## config.mk

```make
export PLATFORM = sky130hd
export DESIGN_NAME = branch_flush_controller_flat
export DESIGN_NICKNAME = d
export VERILOG_FILES = /design/src/rtl/branch_flush_controller_pkg.sv /design/src/rtl/branch_flush_controller_if.sv /design/src/rtl/branch_flush_controller_cond_eval.sv /design/src/rtl/branch_flush_controller.sv /design/src/flat_wrapper.sv
export SDC_FILE = /design/constraint.sdc
export NUM_CORES = 1
export LEC_CHECK = 0
export BUFFER_PORTS_ARGS = -buffer_cell sky130_fd_sc_hd__clkbuf_2
export CORE_ASPECT_RATIO = 0.8
export CORE_MARGIN = 5
export CORE_UTILIZATION = 36
export CTS_CLUSTER_SIZE = 16
export DETAILED_ROUTE_END_ITERATION = 10
export GPL_ROUTABILITY_DRIVEN = 1
export PLACE_DENSITY_LB_ADDON = 0.08
export SETUP_SLACK_MARGIN = 0.2
export SYNTH_ARGS = -nofsm -noshare
export SYNTH_HDL_FRONTEND = slang
export SYNTH_SLANG_ARGS = --single-unit
```

## constraint.sdc

```tcl
create_clock -name clk -period 4.49 [get_ports clk]
set_clock_uncertainty 0.05 [all_clocks]
set_input_delay 0.6735 -clock clk [delete_from_list [all_inputs] [get_ports clk]]
set_output_delay 0.6735 -clock clk [all_outputs]
set_load 0.02 [all_outputs]
```

## src/rtl/branch_flush_controller_pkg.sv

```systemverilog
// Shared types and constants for the execute-stage branch/flush controller.
// Enumerations here are used by the controller, its condition evaluator and the interface.
package branch_pkg;

  typedef enum logic [1:0] {
    COND_EQ   = 2'b00,
    COND_RSVD = 2'b01,
    COND_GT   = 2'b10,
    COND_AL   = 2'b11
  } cond_sel_t;

  typedef enum logic {
    RUN   = 1'b0,
    FLUSH = 1'b1
  } bc_state_t;

  localparam int FLAG_N = 3;
  localparam int FLAG_Z = 2;
  localparam int FLAG_C = 1;
  localparam int FLAG_V = 0;

endpackage

```

## src/rtl/branch_flush_controller_if.sv

```systemverilog
// Execute-stage <-> branch controller signal bundle.
// The master drives the execute-stage inputs; the slave (controller) drives the flags, redirect and flush.
interface branch_flush_controller_if #(parameter int ADDR_W = 32);
  import branch_pkg::*;

  logic              ValidE;
  logic              BranchE;
  logic [1:0]        InstrSelE;
  logic              FlagWriteE;
  logic [3:0]        ALUFlagsE;
  logic [ADDR_W-1:0] BranchTargetE;
  logic              Stall;
  logic [3:0]        Flags;
  logic              CondExE;
  logic              PCSrc;
  logic [ADDR_W-1:0] PCTarget;
  logic              FlushD;
  logic              FlushE;
  logic              Busy;
  bc_state_t         state_dbg;

  modport master (
    output ValidE, BranchE, InstrSelE, FlagWriteE, ALUFlagsE, BranchTargetE, Stall,
    input  Flags, CondExE, PCSrc, PCTarget, FlushD, FlushE, Busy, state_dbg
  );

  modport slave (
    input  ValidE, BranchE, InstrSelE, FlagWriteE, ALUFlagsE, BranchTargetE, Stall,
    output Flags, CondExE, PCSrc, PCTarget, FlushD, FlushE, Busy, state_dbg
  );

endinterface

```

## src/rtl/branch_flush_controller_cond_eval.sv

```systemverilog
// Combinational condition evaluator: decides whether the Execute instruction's
// condition passes against the committed NZCV flags. Non-branches always pass.
module branch_cond_eval
  import branch_pkg::*;
(
  input  logic       Branch,
  input  logic [1:0] InstrSel,
  input  logic [3:0] Flags,
  output logic       CondEx
);

  logic unused_carry;
  assign unused_carry = Flags[FLAG_C];

  always_comb begin
    CondEx = 1'b1;
    if (Branch) begin
      case (cond_sel_t'(InstrSel))
        COND_EQ:   CondEx = Flags[FLAG_Z];
        COND_GT:   CondEx = ~Flags[FLAG_Z] & ~(Flags[FLAG_N] ^ Flags[FLAG_V]);
        COND_AL:   CondEx = 1'b1;
        default:   CondEx = 1'b0;
      endcase
    end
  end

endmodule

```

## src/rtl/branch_flush_controller.sv

```systemverilog
// Execute-stage branch controller: owns NZCV, resolves branches, redirects PC and sequences the D/E flush.
// Optional BRANCH_PERF_EN adds saturating BranchCount/TakenCount outputs.
module branch_flush_controller
  import branch_pkg::*;
#(
  parameter int ADDR_W       = 32,
  parameter int FLUSH_CYCLES = 2   // legal 1..15
) (
  input  logic clk,
  input  logic rst,
  branch_flush_controller_if.slave bus
`ifdef BRANCH_PERF_EN
  ,
  output logic [31:0] BranchCount,
  output logic [31:0] TakenCount
`endif
);

  localparam logic [3:0] FLUSH_INIT = 4'(FLUSH_CYCLES - 1);

  bc_state_t  state_q, state_d;
  logic [3:0] cnt_q, cnt_d;
  logic [3:0] flags_q, flags_d;
  logic       cond_ex;
  logic       effective;
  logic       taken;

  branch_cond_eval u_cond (
    .Branch   (bus.BranchE),
    .InstrSel (bus.InstrSelE),
    .Flags    (flags_q),
    .CondEx   (cond_ex)
  );

  // rst gates the combinational redirect so every output reads 0 while reset is held.
  assign effective = bus.ValidE & ~bus.Stall & (state_q == RUN) & ~rst;
  assign taken     = effective & bus.BranchE & cond_ex;

  always_comb begin
    state_d = state_q;
    cnt_d   = cnt_q;
    flags_d = flags_q;
    if (effective && bus.FlagWriteE && cond_ex) flags_d = bus.ALUFlagsE;
    case (state_q)
      RUN: begin
        if (taken && (FLUSH_CYCLES > 1)) begin
          state_d = FLUSH;
          cnt_d   = FLUSH_INIT;
        end
      end
      FLUSH: begin
        if (!bus.Stall) begin
          cnt_d = cnt_q - 4'd1;
          if (cnt_q == 4'd1) state_d = RUN;
        end
      end
      default: state_d = RUN;
    endcase
  end

  always_ff @(posedge clk or posedge rst) begin
    if (rst) begin
      state_q <= RUN;
      cnt_q   <= 4'd0;
      flags_q <= 4'd0;
    end else begin
      state_q <= state_d;
      cnt_q   <= cnt_d;
      flags_q <= flags_d;
    end
  end

  assign bus.Flags     = flags_q;
  assign bus.CondExE   = cond_ex;
  assign bus.PCSrc     = taken;
  assign bus.PCTarget  = rst ? {ADDR_W{1'b0}} : bus.BranchTargetE;
  assign bus.FlushD    = taken | (state_q == FLUSH);
  assign bus.FlushE    = taken | (state_q == FLUSH);
  assign bus.Busy      = (state_q == FLUSH);
  assign bus.state_dbg = state_q;

`ifdef BRANCH_PERF_EN
  logic [31:0] branch_cnt_q, branch_cnt_d;
  logic [31:0] taken_cnt_q, taken_cnt_d;

  always_comb begin
    branch_cnt_d = branch_cnt_q;
    taken_cnt_d  = taken_cnt_q;
    if (effective && bus.BranchE && (branch_cnt_q != 32'hFFFF_FFFF))
      branch_cnt_d = branch_cnt_q + 32'd1;
    if (taken && (taken_cnt_q != 32'hFFFF_FFFF))
      taken_cnt_d = taken_cnt_q + 32'd1;
  end

  always_ff @(posedge clk or posedge rst) begin
    if (rst) begin
      branch_cnt_q <= 32'd0;
      taken_cnt_q  <= 32'd0;
    end else begin
      branch_cnt_q <= branch_cnt_d;
      taken_cnt_q  <= taken_cnt_d;
    end
  end

  assign BranchCount = branch_cnt_q;
  assign TakenCount  = taken_cnt_q;
`endif

endmodule

```

## src/flat_wrapper.sv

```systemverilog
// flat-port wrapper written by rule: the top's interface ports become plain ports
module branch_flush_controller_flat import branch_pkg::*;
#(
  parameter int ADDR_W       = 32,
  parameter int FLUSH_CYCLES = 2                 
)
  (clk, rst, bus_ValidE, bus_BranchE, bus_InstrSelE, bus_FlagWriteE, bus_ALUFlagsE, bus_BranchTargetE, bus_Stall, bus_Flags, bus_CondExE, bus_PCSrc, bus_PCTarget, bus_FlushD, bus_FlushE, bus_Busy, bus_state_dbg);
  branch_flush_controller_if #(.ADDR_W(ADDR_W)) bus_i ();
  input  logic clk;
  input  logic rst;
  input wire logic [$bits(bus_i.ValidE)-1:0] bus_ValidE;
  input wire logic [$bits(bus_i.BranchE)-1:0] bus_BranchE;
  input wire logic [$bits(bus_i.InstrSelE)-1:0] bus_InstrSelE;
  input wire logic [$bits(bus_i.FlagWriteE)-1:0] bus_FlagWriteE;
  input wire logic [$bits(bus_i.ALUFlagsE)-1:0] bus_ALUFlagsE;
  input wire logic [$bits(bus_i.BranchTargetE)-1:0] bus_BranchTargetE;
  input wire logic [$bits(bus_i.Stall)-1:0] bus_Stall;
  output wire logic [$bits(bus_i.Flags)-1:0] bus_Flags;
  output wire logic [$bits(bus_i.CondExE)-1:0] bus_CondExE;
  output wire logic [$bits(bus_i.PCSrc)-1:0] bus_PCSrc;
  output wire logic [$bits(bus_i.PCTarget)-1:0] bus_PCTarget;
  output wire logic [$bits(bus_i.FlushD)-1:0] bus_FlushD;
  output wire logic [$bits(bus_i.FlushE)-1:0] bus_FlushE;
  output wire logic [$bits(bus_i.Busy)-1:0] bus_Busy;
  output wire logic [$bits(bus_i.state_dbg)-1:0] bus_state_dbg;
  assign bus_i.ValidE = bus_ValidE;
  assign bus_i.BranchE = bus_BranchE;
  assign bus_i.InstrSelE = bus_InstrSelE;
  assign bus_i.FlagWriteE = bus_FlagWriteE;
  assign bus_i.ALUFlagsE = bus_ALUFlagsE;
  assign bus_i.BranchTargetE = bus_BranchTargetE;
  assign bus_i.Stall = bus_Stall;
  assign bus_Flags = bus_i.Flags;
  assign bus_CondExE = bus_i.CondExE;
  assign bus_PCSrc = bus_i.PCSrc;
  assign bus_PCTarget = bus_i.PCTarget;
  assign bus_FlushD = bus_i.FlushD;
  assign bus_FlushE = bus_i.FlushE;
  assign bus_Busy = bus_i.Busy;
  assign bus_state_dbg = bus_i.state_dbg;
  branch_flush_controller #(.ADDR_W(ADDR_W), .FLUSH_CYCLES(FLUSH_CYCLES)) u_core (.clk(clk), .rst(rst), .bus(bus_i));
endmodule
```

; ---- Word level (Yosys, flattened, before mapping)
; Index checks and enable logic that the tools add are counted.
[totals]
register_bits = 9
inputBits = 44
wordCells = 36
[op_classes]
addsub = 1
eq_ne = 5
n_mux = 10
bitwise_logic = 13
n_reduce_logical = 4
[op_table]
columns = operator, n
row1 = $mux 32, 1
row2 = $mux 4, 2
row3 = $pmux 4 s2, 1
row4 = $and 1x1->1, 6
row5 = $not 1->1, 5
row6 = $eq 2x2->1 const B, 2
row7 = $eq 4x1->1 const B, 1
row8 = $mux 1, 4
row9 = $sub 4x1->4 const B, 1
row10 = $pmux 1 s3, 1
row11 = $logic_and 1x1->1, 2
row12 = $logic_not 2->1, 1
row13 = $ne 2x1->1 const B, 1
row14 = $ne 2x2->1 const B, 1
row15 = $pmux 1 s2, 1
row16 = $reduce_and 2->1, 1
row17 = $or 1x1->1, 1
row18 = $xor 1x1->1, 1

; ---- Logic depth before layout (Yosys ltp)
[depth]
depth_word = 8
mapped_depth = 6
depth_no_buf = 6

; ---- Hierarchy
; A second synthesis with hierarchy kept.
[unflattened]
hier_cells = 83
area_unflattened_um2 = 743.2
[modules_own_cells]
columns = module, n_inst, cells_each, area_per_inst_um2, seq_area_each_um2
row1 = branch_flush_controller, 1, 78, 703.2, 225.2
row2 = branch_cond_eval, 1, 5, 40.0, 0.0

; ---- Worst setup path before layout
; No wires, ideal clock.
[synth_timing]
path_type = input to output
from = in rst
to = out bus_FlushE
arrival_time_ns = 1.624
t_required_ns = 3.766
slack_ns = 2.143
stages = 5
path_buffers = 1
cell_sequence = nor4b_4 > nand2_1 > a31o_2 > nand2_1 > buf_4
[synth_between]
elab_chain_cells = 5
[synth_lines]
columns = item, line
row1 = start: declaration, flat_wrapper.sv:10  ; input logic rst;
row2 = $not 1->1, branch_flush_controller.sv:36  ; assign effective = bus.ValidE & ~bus.Stall & (state_q == RUN) & ~rst;
row3 = $and 1x1->1, branch_flush_controller.sv:36
row4 = $and 1x1->1 (2 in series), branch_flush_controller.sv:37  ; assign taken = effective & bus.BranchE & cond_ex;
row5 = $or 1x1->1, --
row6 = end: declaration, flat_wrapper.sv:23  ; output wire logic [$bits(bus_i.FlushE)-1:0] bus_FlushE;
; Every way passes these cells.

; ---- Worst setup path after layout
[layout_timing]
from = in rst
to = out bus_PCSrc
[layout_between]
elab_chain_cells = 4
[layout_lines]
columns = item, line
row1 = $not 1->1, branch_flush_controller.sv:36
row2 = $and 1x1->1, branch_flush_controller.sv:36
row3 = $and 1x1->1 (2 in series), branch_flush_controller.sv:37
row4 = end: declaration, flat_wrapper.sv:20  ; output wire logic [$bits(bus_i.PCSrc)-1:0] bus_PCSrc;
; Every way passes these cells.

==> results.py <==
metrics = {
    "synthesis": {
        "yosysUniqueCellTypes": 26,
        "synth_cells": 84,
        "yosys_most_used_dff": "dfrtp_1",
        "asyncSetResetFlopFracSynth_pct": 100.0,
        "synth_top_cells_by_area": "dfrtp_1 (30%), nor2b_1 (24%), a41oi_4 (3.7%)",
        "syn_nets": 130,
        "yosysMostFrequentCell": "nor2b_1",
        "avgSynthCellArea_um2": 8.892,
        "yosysTopAreaCell": "dfrtp_1",
        "yosysWarningCount": 0,
        "ys_ff_latch": 9,
        "synth_top_area_share_pct": 30.15,
        "synth-edff-count": 0,
        "ys_top_cells_by_count": "nor2b_1 (29), dfrtp_1 (9), inv_1 (6), nand2_1 (5), nor2_1 (4)",
        "syn_area_um2": 747.0,
        "seq_area_frac_synth_pct": 30.15,
    },
    "place": {
        "place_ws_ns": 1.662,
        "dpl.hpwl_um": 2077,
        "gp_congestion": 0.7814,
        "place_inst": 188,
        "placed_cell_area_um2": 1176,
        "io_buffers": 85,
    },
    "final_layout": {
        "fin_cells": 192,
        "final_area_um2": 1202,
        "finalCoreUtilization_pct": 62.40,
        "antennaDiodeCount": 0,
        "final_nets": 215,
        "fill_cells": 188,
        "area_delta_synth_final_pct": 60.97,
        "drive_above_1_share_pct": 55.95,
    },
    "setup_path": {
        "crit_arrival_ns": 2.09,
        "rr_startpoint": "u_core.bus.Busy",
        "start_kind": "input pin",
        "rrSetupSlack_ns": 2.83,
        "cp-end-kind": "output pin",
        "crit_chain": "clkbuf_2 > nor4b_4 > nand2_1 > a31o_2 > inv_1 > clkbuf_2",
        "critPathTopFamily": "buffers and inverters",
        "crit_top_cell": "clkbuf_2",
        "slowest_stage": "nor4b_4",
        "critPathMaxFanout": 34,
        "cp_slowest_stage_delay_ns": 0.42,
        "crit_type": "input pin to output pin",
        "path_buf_inv": 3,
        "reg2reg_depth": 4,
        "required_ns": 3.77,
        "reg2reg_to": "u_core.bus.Flags[2]",
    },
    "sta": {
        "setup_violations": 0,
        "hold_viol": 0,
        "slew_headroom_pct": 59.95,
        "fmax_mhz": 355.0,
        "rsz0062_at_grt": "no",
        "worstMarginPinSlew_ns": 0.6008,
        "slew_viol_final": 0,
        "final.min_clock_period_ns": 2.817,
        "period_share_pct": 62.73,
        "finalSetupTns_ns": 0,
        "finalWorstSetupSlack_ns": 1.673,
    },
    "global_route": {
        "grt_pass1_wl_um": 3622,
        "grt_pass1_vias": 885,
        "grt_max_degree": 35,
        "antenna_found_initial": 0,
        "grt_util_all_layers_pct": 15.78,
        "grt.overflow.total": 0,
    },
    "route": {
        "routed-via-count": 854,
        "drtPass1Iterations": 4,
        "routedWlPerCell_um": 12.29,
        "antenna_left": 0,
        "drc": 0,
        "drt_iter0_markers": 8,
        "drt-total-wl_um": 2360,
        "avgViaCountPerCell": 4.448,
    },
    "worst_hold_path": {
        "holdPathStages": 1,
        "hold_path.class": "register to register",
        "worstHoldStart": "u_core.bus.Flags[1]",
        "holdPathEnd": "u_core.bus.Flags[1]",
    },
    "die": {
        "start_util_pct": 38.77,
        "fp.coreArea_um2": 1927,
        "pin_count": 86,
        "rows": 14,
        "die_y_um": 50.74,
        "dieWidth_um": 60.93,
        "die-area_um2": 3091,
    },
    "clock_tree": {
        "clkSinkCount": 9,
        "ctsHoldBuffers": 0,
        "post_cts_buffers": 0,
        "cts_tree": "yes",
        "clk_pin_slew_ns": 0.06,
        "worstSkewPairLatency_ns": 0.26,
        "cts_root_buffer": "clkbuf_4",
        "cts_made_buffers": 3,
        "post_cts_resize_count": 0,
        "cts_buffer_depth": 2,
        "htreeDepth": 1,
    },
    "power_and_ir_drop": {
        "swShare_pct": 45.53,
        "p_switching_w": 0.0002241,
        "combPwrFrac_pct": 55.3,
        "power.clock.fraction_pct": 12.3,
        "power.leakage_nw": 0.6882,
        "irDropWorstVdd_v": 0.0003331,
        "seqPwrFrac_pct": 32.4,
        "p_int_w": 0.0002681,
        "p_per_area_nw_per_um2": 409.3,
    },
    "run": {
        "drv_cap": 0,
    },
    "outcome": {
        "status": "finished clean",
    },
}
==> cells in the final DEF (no fill, tap or decap) <==
cell type / netlist / final
nor2_1: 4 / 4
dfrtp_1: 9 / 9
mux2_1: 2 / 2
mux2_2: 2 / 2
clkbuf_2: 0 / 85
a31oi_1: 1 / 1
nand3b_1: 1 / 1
nor4b_4: 1 / 1
a41oi_4: 1 / 1
nand2_1: 5 / 5
and2b_1: 3 / 3
nand4_1: 1 / 1
nor2b_1: 29 / 29
o22a_1: 1 / 1
inv_1: 6 / 6
nand2_2: 1 / 1
clkbuf_1: 3 / 1
nor4_1: 1 / 1
o31ai_1: 1 / 1
ha_1: 2 / 2
nand2b_1: 1 / 1
xnor2_1: 3 / 3
a31o_2: 1 / 1
nor4b_1: 1 / 1
a21oi_1: 1 / 1
mux2i_1: 1 / 1
clkbuf_4: 0 / 3
==> registers in the layout, indices dropped and copies added (netlist names) <==
| signal | cells |
|---|---|
| u_core.bus.Flags | 4 |
| u_core.cnt_q | 4 |
| u_core.bus.Busy | 1 |
==> worst register-to-register path: cells and delay by family (launching register included) <==
family,cells,cell delay (ns)
simple gates,2,0.42
mux,1,0.37
flops,1,0.47
compound gates,1,0.25
==> logic make-up after synthesis <==
group,count (synthesis),share of synthesized area [%]
flops,9,30.15
fa+ha+maj,2,3.350
compound gates,6,8.544
mux,5,7.370
buf+inv,11,6.532
xor+xnor,3,3.518
simple gates,48,40.54
==> final cells by class <==
type | count | area, um2 | area share [%]
Tap cell | 24 | 30.03 | 2.497
Clock buffer | 4 | 26.28 | 2.185
Sequential cell | 9 | 225.2 | 18.73
Multi-Input combinational cell | 64 | 473.0 | 39.33
Timing Repair Buffer | 85 | 425.4 | 35.38
Inverter | 6 | 22.52 | 1.873
==> stage by stage <==
stage          hold slack [ns]  power (W)
2_1_floorplan           0.4610  0.0003511
3_5_place_dp            0.4334  0.0004358
6_report                0.4434  0.0004921
3_3_place_gp            0.4167  0.0004300
4_1_cts                 0.4476  0.0004995
5_1_grt                 0.4747  0.0005370
==> metal layers <==
layer	GRT usage (%)	up-vias	share of wire (%)
met4	3.610	0	1.1
met5	0	-	0
met3	9.487	4	12
li1	-	438	-
met1	14.83	364	35
met2	28.83	48	51
==> worst max path at each step <==
stage,start,endpoint,cells past startpoint
floorplan,rst,bus_FlushE,5
global placement,rst,bus_PCSrc,6
detailed placement,rst,bus_PCSrc,6
CTS,rst,bus_PCSrc,6
global route,rst,bus_PCSrc,6
finish,rst,bus_PCSrc,6
==> power groups by stage <==
| stage | sequential (W) | clock, W | combinational [W] |
|---|---|---|---|
| 3_5_place_dp | 0.000161 | 0 | 0.000275 |
| 3_3_place_gp | 0.000157 | 0 | 0.000273 |
| 2_1_floorplan | 0.000182 | 0 | 0.000169 |
| 5_1_grt | 0.000166 | 0.0000702 | 0.000300 |
| 6_report | 0.000159 | 0.0000605 | 0.000272 |
| 4_1_cts | 0.000160 | 0.0000630 | 0.000277 |
(Power assumes the default switching activity.)
